### src/rtl/vco_freq_ctrl.sv
// vco_freq_ctrl
// Digital frequency-locking loop around a VCO. The controller counts rising
// edges of the divided VCO clock over a fixed window of clk_ref cycles and
// compares the count with a target count. It then steps the VCO control word
// by a scaled error and raises a lock flag after enough consecutive good windows.
module vco_freq_ctrl #(
    parameter int DIG_CTRL_V_WIDTH = 8,
    parameter int CNT_WIDTH        = 16,
    parameter int WINDOW_LEN       = 1024,
    parameter int GAIN_SHIFT       = 2,
    parameter int CTRL_INIT        = 2 ** (DIG_CTRL_V_WIDTH - 1),
    parameter int LOCK_TOL         = 1,
    parameter int LOCK_COUNT       = 4
) (
    input  logic                        clk_ref,
    input  logic                        rst_n,
    input  logic                        en,
    input  logic                        vco_div_in,
    input  logic [CNT_WIDTH-1:0]        target_cnt,
    output logic [DIG_CTRL_V_WIDTH-1:0] dig_ctrl_voltage,
    output logic [CNT_WIDTH-1:0]        meas_count,
    output logic                        update_valid,
    output logic                        locked
);

    // Signed error is one bit wider than the counts, so it covers +/-(2**CNT_WIDTH-1).
    localparam int ERR_W   = CNT_WIDTH + 1;
    // The sum is wide enough that neither the step nor the control word can overflow it before clamping.
    localparam int SUM_W   = DIG_CTRL_V_WIDTH + CNT_WIDTH + 2;
    localparam int WIN_W   = (WINDOW_LEN > 1) ? $clog2(WINDOW_LEN) : 1;
    localparam int LOCK_W  = $clog2(LOCK_COUNT + 1);

    localparam logic [WIN_W-1:0]            WIN_LAST    = WIN_W'(WINDOW_LEN - 1);
    localparam logic [LOCK_W-1:0]           LOCK_MAX    = LOCK_W'(LOCK_COUNT);
    localparam logic [ERR_W-1:0]            LOCK_TOL_W  = ERR_W'(LOCK_TOL);
    localparam logic [DIG_CTRL_V_WIDTH-1:0] CTRL_INIT_W = DIG_CTRL_V_WIDTH'(CTRL_INIT);

    typedef enum logic [1:0] {
        ST_IDLE,
        ST_MEASURE,
        ST_UPDATE
    } state_t;

    state_t                        r_state;
    logic                          r_sync_q1;
    logic                          r_sync_q2;
    logic                          r_sync_q3;
    logic [WIN_W-1:0]              r_win_cnt;
    logic [CNT_WIDTH-1:0]          r_edge_cnt;
    logic [CNT_WIDTH-1:0]          r_meas_count;
    logic [DIG_CTRL_V_WIDTH-1:0]   r_ctrl;
    logic                          r_update_valid;
    logic                          r_locked;
    logic [LOCK_W-1:0]             r_lock_cnt;

    logic                          w_edge;
    logic [CNT_WIDTH-1:0]          w_edge_cnt_inc;
    logic signed [ERR_W-1:0]       w_error;
    logic signed [ERR_W-1:0]       w_step;
    logic [ERR_W-1:0]              w_abs_err;
    logic                          w_in_tol;
    logic signed [SUM_W-1:0]       w_ctrl_ext;
    logic signed [SUM_W-1:0]       w_step_ext;
    logic signed [SUM_W-1:0]       w_sum;
    logic [DIG_CTRL_V_WIDTH-1:0]   w_ctrl_next;
    logic [LOCK_W-1:0]             w_lock_cnt_next;

    // Synchronize the asynchronous divided VCO clock and keep one extra stage for edge detection.
    always_ff @(posedge clk_ref) begin
        if (!rst_n) begin
            // NOTE: registers use non-blocking assignments so every flop samples pre-edge values.
            r_sync_q1 <= 1'b0;
            r_sync_q2 <= 1'b0;
            r_sync_q3 <= 1'b0;
        end else begin
            r_sync_q1 <= vco_div_in;
            r_sync_q2 <= r_sync_q1;
            r_sync_q3 <= r_sync_q2;
        end
    end

    assign w_edge = r_sync_q2 & ~r_sync_q3;

    // Edge-count increment, error, gain step, clamped control word and lock counter.
    always_comb begin
        // NOTE: every combinational output gets a default first so no latch is inferred.
        w_edge_cnt_inc  = r_edge_cnt;
        w_error         = '0;
        w_step          = '0;
        w_abs_err       = '0;
        w_in_tol        = 1'b0;
        w_ctrl_ext      = '0;
        w_step_ext      = '0;
        w_sum           = '0;
        w_ctrl_next     = r_ctrl;
        w_lock_cnt_next = r_lock_cnt;

        // The edge counter saturates instead of wrapping.
        if (w_edge && (r_edge_cnt != '1)) begin
            w_edge_cnt_inc = r_edge_cnt + 1'b1;
        end

        // Positive error means the VCO is too slow, so the control word goes up.
        w_error = $signed({1'b0, target_cnt}) - $signed({1'b0, r_meas_count});
        w_step  = w_error >>> GAIN_SHIFT;

        w_ctrl_ext = $signed({{(SUM_W - DIG_CTRL_V_WIDTH){1'b0}}, r_ctrl});
        w_step_ext = $signed({{(SUM_W - ERR_W){w_step[ERR_W-1]}}, w_step});
        w_sum      = w_ctrl_ext + w_step_ext;

        // Clamp to the control word range: negative sums go to 0, and oversized sums go to all ones.
        if (w_sum[SUM_W-1]) begin
            w_ctrl_next = '0;
        end else if (|w_sum[SUM_W-2:DIG_CTRL_V_WIDTH]) begin
            w_ctrl_next = '1;
        end else begin
            w_ctrl_next = w_sum[DIG_CTRL_V_WIDTH-1:0];
        end

        w_abs_err = w_error[ERR_W-1] ? ERR_W'(-w_error) : ERR_W'(w_error);
        w_in_tol  = (w_abs_err <= LOCK_TOL_W);

        if (r_lock_cnt != LOCK_MAX) begin
            w_lock_cnt_next = r_lock_cnt + 1'b1;
        end
    end

    // Measurement FSM: count edges over a window, then apply one control update per window.
    always_ff @(posedge clk_ref) begin
        if (!rst_n) begin
            r_state        <= ST_IDLE;
            r_win_cnt      <= '0;
            r_edge_cnt     <= '0;
            r_meas_count   <= '0;
            r_ctrl         <= CTRL_INIT_W;
            r_update_valid <= 1'b0;
            r_locked       <= 1'b0;
            r_lock_cnt     <= '0;
        end else begin
            r_update_valid <= 1'b0;
            case (r_state)
                ST_IDLE: begin
                    r_win_cnt  <= '0;
                    r_edge_cnt <= '0;
                    if (en) begin
                        r_state <= ST_MEASURE;
                    end
                end

                ST_MEASURE: begin
                    if (!en) begin
                        // Aborted window: the control word and the last count hold, and lock is lost.
                        r_state    <= ST_IDLE;
                        r_win_cnt  <= '0;
                        r_edge_cnt <= '0;
                        r_lock_cnt <= '0;
                        r_locked   <= 1'b0;
                    end else if (r_win_cnt == WIN_LAST) begin
                        // Include an edge that arrives in the last window cycle.
                        r_meas_count <= w_edge_cnt_inc;
                        r_state      <= ST_UPDATE;
                    end else begin
                        r_win_cnt  <= r_win_cnt + 1'b1;
                        r_edge_cnt <= w_edge_cnt_inc;
                    end
                end

                ST_UPDATE: begin
                    // Dead cycle: an edge seen here is not counted in either window.
                    r_win_cnt      <= '0;
                    r_edge_cnt     <= '0;
                    r_ctrl         <= w_ctrl_next;
                    r_update_valid <= 1'b1;
                    if (w_in_tol) begin
                        r_lock_cnt <= w_lock_cnt_next;
                        r_locked   <= (w_lock_cnt_next == LOCK_MAX);
                    end else begin
                        r_lock_cnt <= '0;
                        r_locked   <= 1'b0;
                    end
                    r_state <= en ? ST_MEASURE : ST_IDLE;
                end

                default: begin
                    r_state <= ST_IDLE;
                end
            endcase
        end
    end

    assign dig_ctrl_voltage = r_ctrl;
    assign meas_count       = r_meas_count;
    assign update_valid     = r_update_valid;
    assign locked           = r_locked;

endmodule
### config.mk
export PLATFORM = sky130hd
export DESIGN_NAME = vco_freq_ctrl
export DESIGN_NICKNAME = d
export VERILOG_FILES = /design/src/rtl/vco_freq_ctrl.sv
export SDC_FILE = /design/constraint.sdc
export NUM_CORES = 1
export LEC_CHECK = 0
export CAP_MARGIN = 20
export CORE_AREA = 2 2 88 90
export CTS_BUF_LIST = sky130_fd_sc_hd__clkbuf_8
export DETAILED_ROUTE_END_ITERATION = 10
export DIE_AREA = 0 0 90 92
export PLACE_DENSITY_LB_ADDON = 0.15
export SLEW_MARGIN = 20
export SYNTH_ARGS = -nofsm -noshare
export SYNTH_HDL_FRONTEND = slang
export SYNTH_SLANG_ARGS = --single-unit
export TNS_END_PERCENT = 5
### constraint.sdc
create_clock -name clk_ref -period 10.3 [get_ports clk_ref]
set_input_delay 2.06 -clock clk_ref [delete_from_list [all_inputs] [get_ports clk_ref]]
set_output_delay 2.06 -clock clk_ref [all_outputs]
set_load 0.005 [all_outputs]
==> impl_metrics.sql, run 1 <==
INSERT INTO impl_metrics (metric_group, metric, value, unit) VALUES
('final_layout', 'sequential_cell_area', '1201', 'sq um'),
('sta', 'final_min_period_over_clock_period', '0.6007', ''),
('cts', 'clk_path_buf_depth', '2', ''),
('final_layout', 'multiInputGateArea', '3029', 'sq um'),
('setup_path', 'critical_path.max_stage_delay', '0.50', 'ns'),
('place', 'preCtsSetupSlack', '3.884', 'ns'),
('sta', 'worst-slew-pin-transition', '0.7815', 'ns'),
('yosys', 'synth.lib_cells_used.distinct', '68', ''),
('sta', 'final.min_clock_period', '6.187', 'ns'),
('final_layout', 'antenna_diodes', '0', ''),
('setup_path', 'cp_top_family', 'compound AO/OA/AOI/OAI gates', ''),
('routing', 'route.detailed.wl_per_inst', '15.10', 'um'),
('pwr', 'leakage', '2.169', 'nW'),
('yosys', 'yosys_most_used_dff', 'dfxtp_1', ''),
('routing', 'drt_pre_antenna_iters', '5', ''),
('cts', 'clkSinkCount', '60', ''),
('routing', 'postRouteAntennaNets', '0', ''),
('yosys', 'avgSynthCellArea', '7.871', 'sq um'),
('pwr', 'power.density_cell_area', '103.9', 'nW/um^2'),
('global_routing', 'initial_antenna_violation_count', '0', ''),
('place', 'gp_congestion', '0.8911', ''),
('global_routing', 'groute.usage.overall', '0.2568', ''),
('sta', 'setup_tns_after_final_layout', '0', 'ns'),
('setup_path', 'worst_r2r_path_depth', '17', ''),
('setup_path', 'timing.critical_path.depth', '19', ''),
('setup_path', 'cp_data_required_time', '10.51', 'ns'),
('routing', 'residual_drc', '0', ''),
('global_routing', 'grt_pass1_vias', '3929', ''),
('yosys', 'synth_seq_cells', '60', ''),
('cts', 'numCtsBuffers', '9', ''),
('floorplanning', 'die_width', '90', 'um'),
('global_routing', 'largest_net_degree_at_the_start_of_global_routing', '45', ''),
('setup_path', 'path_max_fanout', '8', ''),
('sta', 'rsz0062_at_grt', 'false', ''),
('cts', 'cts_setup_buffers', '0', ''),
('place', 'i_o_buffers', '45', ''),
('final_layout', 'number_of_fillers_in_the_final_layout', '681', ''),
('floorplanning', 'dieArea', '8280', 'sq um'),
('sta', 'hold_slack', '0.4341', 'ns'),
('routing', 'drt_wl_total', '10690', 'um'),
('setup_path', 'timing.critical_path.from_type', 'primary input', ''),
('run_status', 'status', 'finished, final reports clean', ''),
('setup_path', 'setup.worst_path.end_class', 'flop', ''),
('cts', 'clock_latency_late_sink', '0.33', 'ns'),
('setup_path', 'timing.critical_path.buf_inv', '2', ''),
('cts', 'postCtsHoldBufs', '0', ''),
('final_layout', 'layout.nets', '652', ''),
('global_routing', 'grt_first_pass_wirelength', '17620', 'um'),
('setup_path', 'critical_path.slowest_cell', 'clkdlybuf4s50_1', ''),
('cts', 'clock_tree.htree_level_count', '3', ''),
('run', 'maxCapViolCount', '0', ''),
('floorplanning', 'placement_rows', '32', ''),
('cts', 'post_cts_resize_count', '0', ''),
('yosys', 'synth_nets', '618', ''),
('pwr', 'p_total', '0.5361', 'mW'),
('sta', 'drv_slew', '0', ''),
('sta', 'maxClockFrequency', '0.1616', 'GHz'),
('final_layout', 'final_layout_size_suffix_gt1_frac', '0.05776', ''),
('floorplanning', 'fp.dieH', '92', 'um'),
('floorplanning', 'io_pins', '46', ''),
('sta', 'setup_violations', '0', ''),
('floorplanning', 'core-area', '7447', 'sq um'),
('yosys', 'synth_async_sr_flop_share', '0', ''),
('setup_path', 'timing.setup.critical_path_class', 'primary input to flop', ''),
('sta', 'timing_hold_violations_final', '0', ''),
('setup_path', 'cells_along_the_critical_path', 'clkdlybuf4s50_1, inv_1, ha_1, fa_1, nor2b_1, o31a_2, xor2_1, ha_1, nor2b_1, o21ai_0, a21oi_1, o21ai_0, a21oi_1, o211ai_1, nand3_1, a211oi_1, a21o_1, a21oi_1, a21o_1', ''),
('floorplanning', 'initial_core_util', '0.5993', ''),
('cts', 'cts-root-buf', 'clkbuf_8', ''),
('setup_path', 'worstPathArrival', '6.40', 'ns'),
('yosys', 'netlist_instances', '567', ''),
('routing', 'via_per_inst', '5.962', '');
==> through the flow <==
step / cell area (sq um) / util / cells
6_report: 5160 / 0.6929 / 708
5_1_grt: 5160 / 0.6929 / 708
3_5_place_dp: 4966 / 0.6668 / 692
2_1_floorplan: 4463 / - / 567
3_3_place_gp: 4966 / 0.6668 / 692
4_1_cts: 5160 / 0.6929 / 708
==> logic make-up after synthesis <==
kind of cell | count (synthesis) | share of synthesized area
AND/OR/NAND/NOR | 211 | 0.2456
multiplexers | 5 | 0.01149
adder cells (fa/ha/maj) | 31 | 0.09027
flip-flops | 60 | 0.2691
buffers and inverters | 61 | 0.05355
XOR/XNOR | 40 | 0.08018
AO/OA/AOI/OAI | 159 | 0.2498
==> layer usage <==
metal  part of all wire  GRT usage  up-vias
met2               0.50     0.4712       96
met1               0.44     0.3053     2013
li1                   -          -     2095
met4              0.015    0.08462        0
met3              0.039    0.04108       17
met5                  0          0        -
==> report_power, final <==
| part | total (mW) | switching (mW) | internal, mW |
|---|---|---|---|
| clock | 0.208 | 0.0918 | 0.116 |
| combinational | 0.0947 | 0.0576 | 0.0372 |
| sequential | 0.233 | 0.000573 | 0.233 |
| total | 0.536 | 0.150 | 0.386 |
==> final timing paths <==
path,from,endpoint
setup / recovery,target_cnt[0],dig_ctrl_voltage[2]$_SDFFE_PN0P_
hold / removal,r_sync_q1$_SDFF_PN0_,r_sync_q2$_SDFF_PN0_
setup reg to reg,meas_count[0]$_SDFFE_PN0P_,dig_ctrl_voltage[2]$_SDFFE_PN0P_
hold reg to reg,r_sync_q1$_SDFF_PN0_,r_sync_q2$_SDFF_PN0_
==> synthesized netlist by cell type, types with 3 or more instances <==
library cell,n,area (sq um)
o211a_1,18,180.2
or3_1,3,18.77
a21o_1,17,127.6
and3_1,5,31.28
nor2b_1,23,143.9
a21boi_0,4,30.03
nor4_1,5,31.28
nand3b_1,3,22.52
a21oi_1,41,205.2
nor3_1,13,65.06
and2_1,7,43.79
inv_1,35,131.4
o211ai_1,3,22.52
nand2_1,50,187.7
or2_2,3,18.77
clkbuf_1,21,78.83
nand4_1,11,68.82
o21a_1,4,30.03
o21ai_0,28,140.1
a211oi_1,6,45.04
ha_1,29,362.9
dfxtp_1,60,1201
or4_1,3,22.52
mux2i_1,4,40.04
xor2_1,25,219.0
nor2_1,40,150.1
a31oi_1,4,25.02
and4_1,3,26.28
nand3_1,26,130.1
a22oi_1,6,45.04
nand2b_1,6,37.54
xnor2_1,14,122.6
==> cell type report <==
cell class	count	area share
sequential	60	0.2328
clock buffer	10	0.02667
clock inverter	6	0.01091
tap	102	0.02473
timing repair buffer	48	0.09166
inverter	36	0.02619
multi-input combinational	446	0.5871
==> registers in the layout (all words and copies together), names as in the netlist, 2 cells and up <==
| signal | flops |
|---|---|
| dig_ctrl_voltage | 8 |
| meas_count | 16 |
| r_edge_cnt | 16 |
| r_lock_cnt | 3 |
| r_state | 2 |
| r_win_cnt | 10 |
Note: power is estimated with default switching activity, not from simulation.
==> inputs of run 2 (changes only) <==
CORE_AREA = 2 2 90 92   (was 2 2 88 90)
DIE_AREA = 0 0 92 94   (was 0 0 90 92)
clock period = 6 ns   (was 10.3 ns; I/O delays follow)
==> run 2 against run 1 <==
  * Sequential share of layout area is 0.25 points lower
  * Global-route usage is 0.082 points higher
  * Clock power is 110% higher
  * Die area is 4.4% higher
  * Final cell count stayed put
==> impl_metrics.sql, run 2 (synthesized netlist as in run 1, its figures left out) <==
INSERT INTO impl_metrics (metric_group, metric, value, unit) VALUES
('place', 'dpl.cell_count', '692', ''),
('cts', 'tritoncts_clock_tree', 'yes', ''),
('final_layout', 'sequential_cell_area', '1201', 'sq um'),
('final_layout', 'final_layout_size_suffix_gt1_frac', '0.05941', ''),
('setup_path', 'cells_along_the_critical_path', 'clkdlybuf4s50_1, inv_1, ha_1, fa_1, nor2b_1, o31a_2, xor2_1, ha_1, nor2b_1, o21ai_0, a21oi_1, o21ai_0, a21oi_1, o211ai_1, nand3_1, a211oi_1, a21o_1, a21oi_1, a21o_1', ''),
('cts', 'cts_setup_buffers', '0', ''),
('setup_path', 'timing.setup.critical_path_class', 'primary input to flop', ''),
('sta', 'maxClockFrequency', '0.1900', 'GHz'),
('setup_path', 'setup.worst_path.end_class', 'flop', ''),
('setup_path', 'worstPathArrival', '5.49', 'ns'),
('sta', 'worst-slew-pin-transition', '0.8208', 'ns'),
('cts', 'numCtsBuffers', '9', ''),
('floorplanning', 'die_width', '92', 'um'),
('setup_path', 'timing.critical_path.buf_inv', '2', ''),
('routing', 'drt_pre_antenna_iters', '5', ''),
('place', 'preCtsSetupSlack', '0.4323', 'ns'),
('place', 'placed_area', '4966', 'sq um'),
('cts', 'clkTransAtPathRegs', '0.06', 'ns'),
('cts', 'clk_path_buf_depth', '2', ''),
('sta', 'layout_setup_ws', '0.7373', 'ns'),
('pwr', 'ir_drop', '0.2178', 'mV'),
('sta', 'fin_worst_skew', '0.008692', 'ns'),
('floorplanning', 'core-area', '7607', 'sq um'),
('global_routing', 'grt_overflow', '0', ''),
('floorplanning', 'placement_rows', '32', ''),
('setup_path', 'cp_top_family', 'compound AO/OA/AOI/OAI gates', ''),
('final_layout', 'multiInputGateArea', '3029', 'sq um'),
('floorplanning', 'initial_core_util', '0.5867', ''),
('final_layout', 'layout_common_cells', '60 x dfxtp_1, 50 x nand2_1, 45 x clkdlybuf4s50_1', ''),
('global_routing', 'grt_pass1_vias', '3943', ''),
('setup_path', 'critical-path-top-cell-by-count', 'a21oi_1', ''),
('pwr', 'leakage', '2.191', 'nW'),
('global_routing', 'initial_antenna_violation_count', '0', ''),
('place', 'place_hpwl', '8215', 'um'),
('routing', 'residual_drc', '0', ''),
('sta', 'rsz0062_at_grt', 'false', ''),
('cts', 'postCtsHoldBufs', '0', ''),
('sta', 'final_min_period_over_clock_period', '0.8771', ''),
('routing', 'postRouteAntennaNets', '0', ''),
('worst_hold_path', 'holdCritPathClass', 'flop to flop', ''),
('final_layout', 'layout.nets', '652', ''),
('final_layout', 'post-route-cell-area', '5216', 'sq um'),
('cts', 'cts-root-buf', 'clkbuf_8', ''),
('cts', 'clock_latency_late_sink', '0.33', 'ns'),
('setup_path', 'timing.critical_path.from_type', 'primary input', ''),
('routing', 'route.vias.total', '4213', ''),
('final_layout', 'final_common_cell', 'dfxtp_1', ''),
('cts', 'clkSinkCount', '60', ''),
('sta', 'drv_slew', '0', ''),
('global_routing', 'groute.usage.overall', '0.2576', ''),
('routing', 'via_per_inst', '5.951', ''),
('sta', 'timing_hold_violations_final', '0', ''),
('routing', 'drt_wl_total', '10970', 'um'),
('setup_path', 'critical_path.slowest_cell', 'clkdlybuf4s50_1', ''),
('setup_path', 'path_max_fanout', '8', ''),
('final_layout', 'number_of_fillers_in_the_final_layout', '628', ''),
('place', 'gp_congestion', '0.9007', ''),
('place', 'i_o_buffers', '45', ''),
('final_layout', 'antenna_diodes', '0', ''),
('run', 'maxCapViolCount', '0', ''),
('floorplanning', 'fp.dieH', '94', 'um'),
('sta', 'worst_slew_margin_rel', '0.4508', ''),
('cts', 'post_cts_resize_count', '0', ''),
('floorplanning', 'dieArea', '8648', 'sq um'),
('final_layout', 'final_core_util', '0.6857', ''),
('run_status', 'status', 'finished, final reports clean', ''),
('final_layout', 'stdcell_count', '708', ''),
('setup_path', 'critical_path.max_stage_delay', '0.47', 'ns'),
('global_routing', 'grt_first_pass_wirelength', '17890', 'um'),
('cts', 'clock_tree.htree_level_count', '3', ''),
('global_routing', 'largest_net_degree_at_the_start_of_global_routing', '45', ''),
('sta', 'setup_tns_after_final_layout', '0', 'ns'),
('sta', 'setup_violations', '0', ''),
('floorplanning', 'io_pins', '46', ''),
('routing', 'route.detailed.wl_per_inst', '15.49', 'um'),
('sta', 'final.min_clock_period', '5.263', 'ns'),
('routing', 'dr.first_iter.drc_count', '254', ''),
('setup_path', 'cp_data_required_time', '6.22', 'ns'),
('final_layout', 'syn_to_final_growth', '16.88', '%'),
('pwr', 'power.density_cell_area', '193.7', 'nW/um^2');
run 2: cell count changes in the layout (fill, tap and decap cells not counted), sizes merged:
cell,change
bufinv,+2
clkinv,-2
clkbuf,+1
inv,-1
run 2: layout make-up:
class                           instances  share of cell area
Multi-Input combinational cell        446              0.5807
Clock buffer                           11             0.02902
Tap cell                              102             0.02447
Clock inverter                          5             0.01895
Timing Repair Buffer                   48             0.09067
Sequential cell                        60              0.2303
Inverter                               36             0.02591
run 2: path summary, 6_finish.rpt:
kind	slack [ns]	end	from	cells past startpoint
worst min-delay path	0.46	r_sync_q2$_SDFF_PN0_	r_sync_q1$_SDFF_PN0_	1
worst max-delay path	0.74	dig_ctrl_voltage[4]$_SDFFE_PN0P_	target_cnt[0]	19
worst min register to register	0.46	r_sync_q2$_SDFF_PN0_	r_sync_q1$_SDFF_PN0_	1
worst max register to register	1.77	dig_ctrl_voltage[4]$_SDFFE_PN0P_	meas_count[0]$_SDFFE_PN0P_	17
run 2: layer usage:
layer	GRT usage	wire (um)	up-vias
met5	0	0	-
met4	0.1119	241	0
met3	0.04254	481	23
met2	0.4436	5410	120
met1	0.3182	4835	1957
li1	-	-	2113
run 2: power breakdown:
part	switching, mW	total, mW	internal, mW
registers	0.000960	0.401	0.400
clock network	0.149	0.446	0.296
logic	0.100	0.164	0.0637
total	0.251	1.01	0.760
run 2: through the flow:
step | power (mW) | hold WS, ns
final | 1.011 | 0.4606
after global routing | 1.054 | 0.4713
after CTS | 1.019 | 0.4592
after detailed placement | 0.5697 | 0.4342
after global placement | 0.5674 | 0.4453
after floorplan | 0.5278 | 0.4119
==> inputs of run 3 (changes only) <==
CTS_CLUSTER_SIZE = 20   (was not set)
PLACE_DENSITY = 0.85   (was not set)
PLACE_DENSITY_LB_ADDON = not set   (was 0.15)
==> run 3 against run 2 <==
  * Setup slack improved by 0.14 ns
  * Global-route usage rose by 0.098 points
  * Register-to-register slack improved by 0.15 ns
  * Worst hold slack got worse by 0.019 ns
  * Utilization fell by 0.79 points
  * Final cell count fell by 0.28%
  * Wire length barely moved
==> impl_metrics.sql, run 3 (synthesized netlist as in run 1, its figures left out) <==
INSERT INTO impl_metrics (metric_group, metric, value, unit) VALUES
('run_status', 'status', 'finished, final reports clean', ''),
('worst_hold_path', 'holdCritPathClass', 'flop to flop', ''),
('routing', 'route.vias.total', '4235', ''),
('cts', 'clk_path_buf_depth', '2', ''),
('setup_path', 'setup.worst_path.end_class', 'flop', ''),
('routing', 'drt_wl_total', '10970', 'um'),
('pwr', 'p_total', '0.9202', 'mW'),
('run', 'maxCapViolCount', '0', ''),
('sta', 'worst-slew-pin-transition', '0.7587', 'ns'),
('routing', 'residual_drc', '0', ''),
('routing', 'postRouteAntennaNets', '0', ''),
('sta', 'setup_tns_after_final_layout', '0', 'ns'),
('sta', 'rsz0062_at_grt', 'false', ''),
('floorplanning', 'io_pins', '46', ''),
('pwr', 'power.density_cell_area', '178.5', 'nW/um^2'),
('cts', 'clkSinkCount', '60', ''),
('global_routing', 'groute.usage.overall', '0.2586', ''),
('floorplanning', 'placement_rows', '32', ''),
('sta', 'setup_violations', '0', ''),
('place', 'placed_area', '4966', 'sq um'),
('global_routing', 'grt_first_pass_wirelength', '18270', 'um'),
('final_layout', 'final_layout_size_suffix_gt1_frac', '0.05629', ''),
('cts', 'cts_setup_buffers', '0', ''),
('cts', 'cts-root-buf', 'clkbuf_8', ''),
('final_layout', 'syn_to_final_growth', '15.53', '%'),
('cts', 'post_cts_resize_count', '0', ''),
('final_layout', 'post-route-cell-area', '5156', 'sq um'),
('routing', 'dr.first_iter.drc_count', '271', ''),
('final_layout', 'layout_common_cells', '60 x dfxtp_1, 50 x nand2_1, 45 x clkdlybuf4s50_1', ''),
('setup_path', 'cp_data_required_time', '6.22', 'ns'),
('sta', 'layout_setup_ws', '0.8757', 'ns'),
('global_routing', 'grt_overflow', '0', ''),
('sta', 'fin_worst_skew', '0.006626', 'ns'),
('place', 'preCtsSetupSlack', '0.6137', 'ns'),
('final_layout', 'final_common_cell', 'dfxtp_1', ''),
('routing', 'route.detailed.wl_per_inst', '15.54', 'um'),
('place', 'gp_congestion', '0.9152', ''),
('routing', 'drt_pre_antenna_iters', '5', ''),
('cts', 'clkTransAtPathRegs', '0.06', 'ns'),
('sta', 'maxClockFrequency', '0.1951', 'GHz'),
('final_layout', 'antenna_diodes', '0', ''),
('place', 'i_o_buffers', '45', ''),
('cts', 'clock_latency_late_sink', '0.33', 'ns'),
('floorplanning', 'core-area', '7607', 'sq um'),
('cts', 'postCtsHoldBufs', '0', ''),
('sta', 'timing_hold_violations_final', '0', ''),
('setup_path', 'timing.critical_path.from_type', 'primary input', ''),
('setup_path', 'path_max_fanout', '8', ''),
('floorplanning', 'die_width', '92', 'um'),
('floorplanning', 'dieArea', '8648', 'sq um'),
('floorplanning', 'fp.dieH', '94', 'um'),
('setup_path', 'timing.setup.critical_path_class', 'primary input to flop', ''),
('routing', 'via_per_inst', '5.999', ''),
('cts', 'tritoncts_clock_tree', 'yes', ''),
('final_layout', 'layout.nets', '652', ''),
('cts', 'numCtsBuffers', '9', ''),
('global_routing', 'grt_pass1_vias', '3977', ''),
('setup_path', 'worstPathArrival', '5.34', 'ns'),
('sta', 'final_min_period_over_clock_period', '0.8541', ''),
('place', 'place_hpwl', '8209', 'um'),
('global_routing', 'largest_net_degree_at_the_start_of_global_routing', '45', ''),
('pwr', 'leakage', '2.163', 'nW'),
('sta', 'final.min_clock_period', '5.124', 'ns'),
('sta', 'drv_slew', '0', ''),
('global_routing', 'initial_antenna_violation_count', '0', ''),
('pwr', 'ir_drop', '0.1724', 'mV'),
('cts', 'clock_tree.htree_level_count', '3', ''),
('sta', 'worst_slew_margin_rel', '0.4928', ''),
('floorplanning', 'initial_core_util', '0.5867', '');
## run 3: path summary, 6_finish.rpt
path | slack [ns] | startpoint | end | cells after the start
worst min-delay path | 0.44 | r_sync_q1$_SDFF_PN0_ | r_sync_q2$_SDFF_PN0_ | 1
worst max-delay path | 0.88 | target_cnt[0] | dig_ctrl_voltage[3]$_SDFFE_PN0P_ | 19
worst max register to register | 1.92 | meas_count[0]$_SDFFE_PN0P_ | dig_ctrl_voltage[3]$_SDFFE_PN0P_ | 17
worst min register to register | 0.44 | r_sync_q1$_SDFF_PN0_ | r_sync_q2$_SDFF_PN0_ | 1
## run 3: power by group
group | internal (mW) | switching (mW)
registers | 0.400 | 0.000997
logic | 0.0638 | 0.101
clock network | 0.208 | 0.146
total | 0.671 | 0.249
## run 3: through the flow
stage          hold WS (ns)  utilization  instances
2_1_floorplan        0.4119            -        567
3_3_place_gp         0.4305       0.6528        692
3_5_place_dp         0.4306       0.6528        692
4_1_cts              0.4444       0.6778        706
5_1_grt              0.4520       0.6778        706
6_report             0.4415       0.6778        706
## run 3: final cells by class
type                    instances  area [sq um]
clock buffers                  11         151.4
clock inverters                 3         38.79
fillers                       643          2451
inverters                      36         135.1
multi-input cells             446          3029
flip-flops and latches         60          1201
well taps                     102         127.6
repair buffers                 48         473.0
## run 3: layer usage
layer	GRT usage	part of all wire	vias up
met4	0.09453	0.021	0
li1	-	-	2099
met3	0.03772	0.052	21
met2	0.4565	0.49	137
met1	0.3205	0.43	1978
met5	0	0	-
## run 3: worst max-delay path, stage by stage
cell             delay (ns)
clkdlybuf4s50_1        0.46
inv_1                  0.04
ha_1                   0.22
fa_1                   0.41
nor2b_1                0.17
o31a_2                 0.17
xor2_1                 0.41
ha_1                   0.35
nor2b_1                0.14
o21ai_0                0.21
a21oi_1                0.11
o21ai_0                0.21
a21oi_1                0.15
o211ai_1               0.22
nand3_1                0.11
a211oi_1               0.23
a21o_1                 0.25
a21oi_1                0.10
a21o_1                 0.17
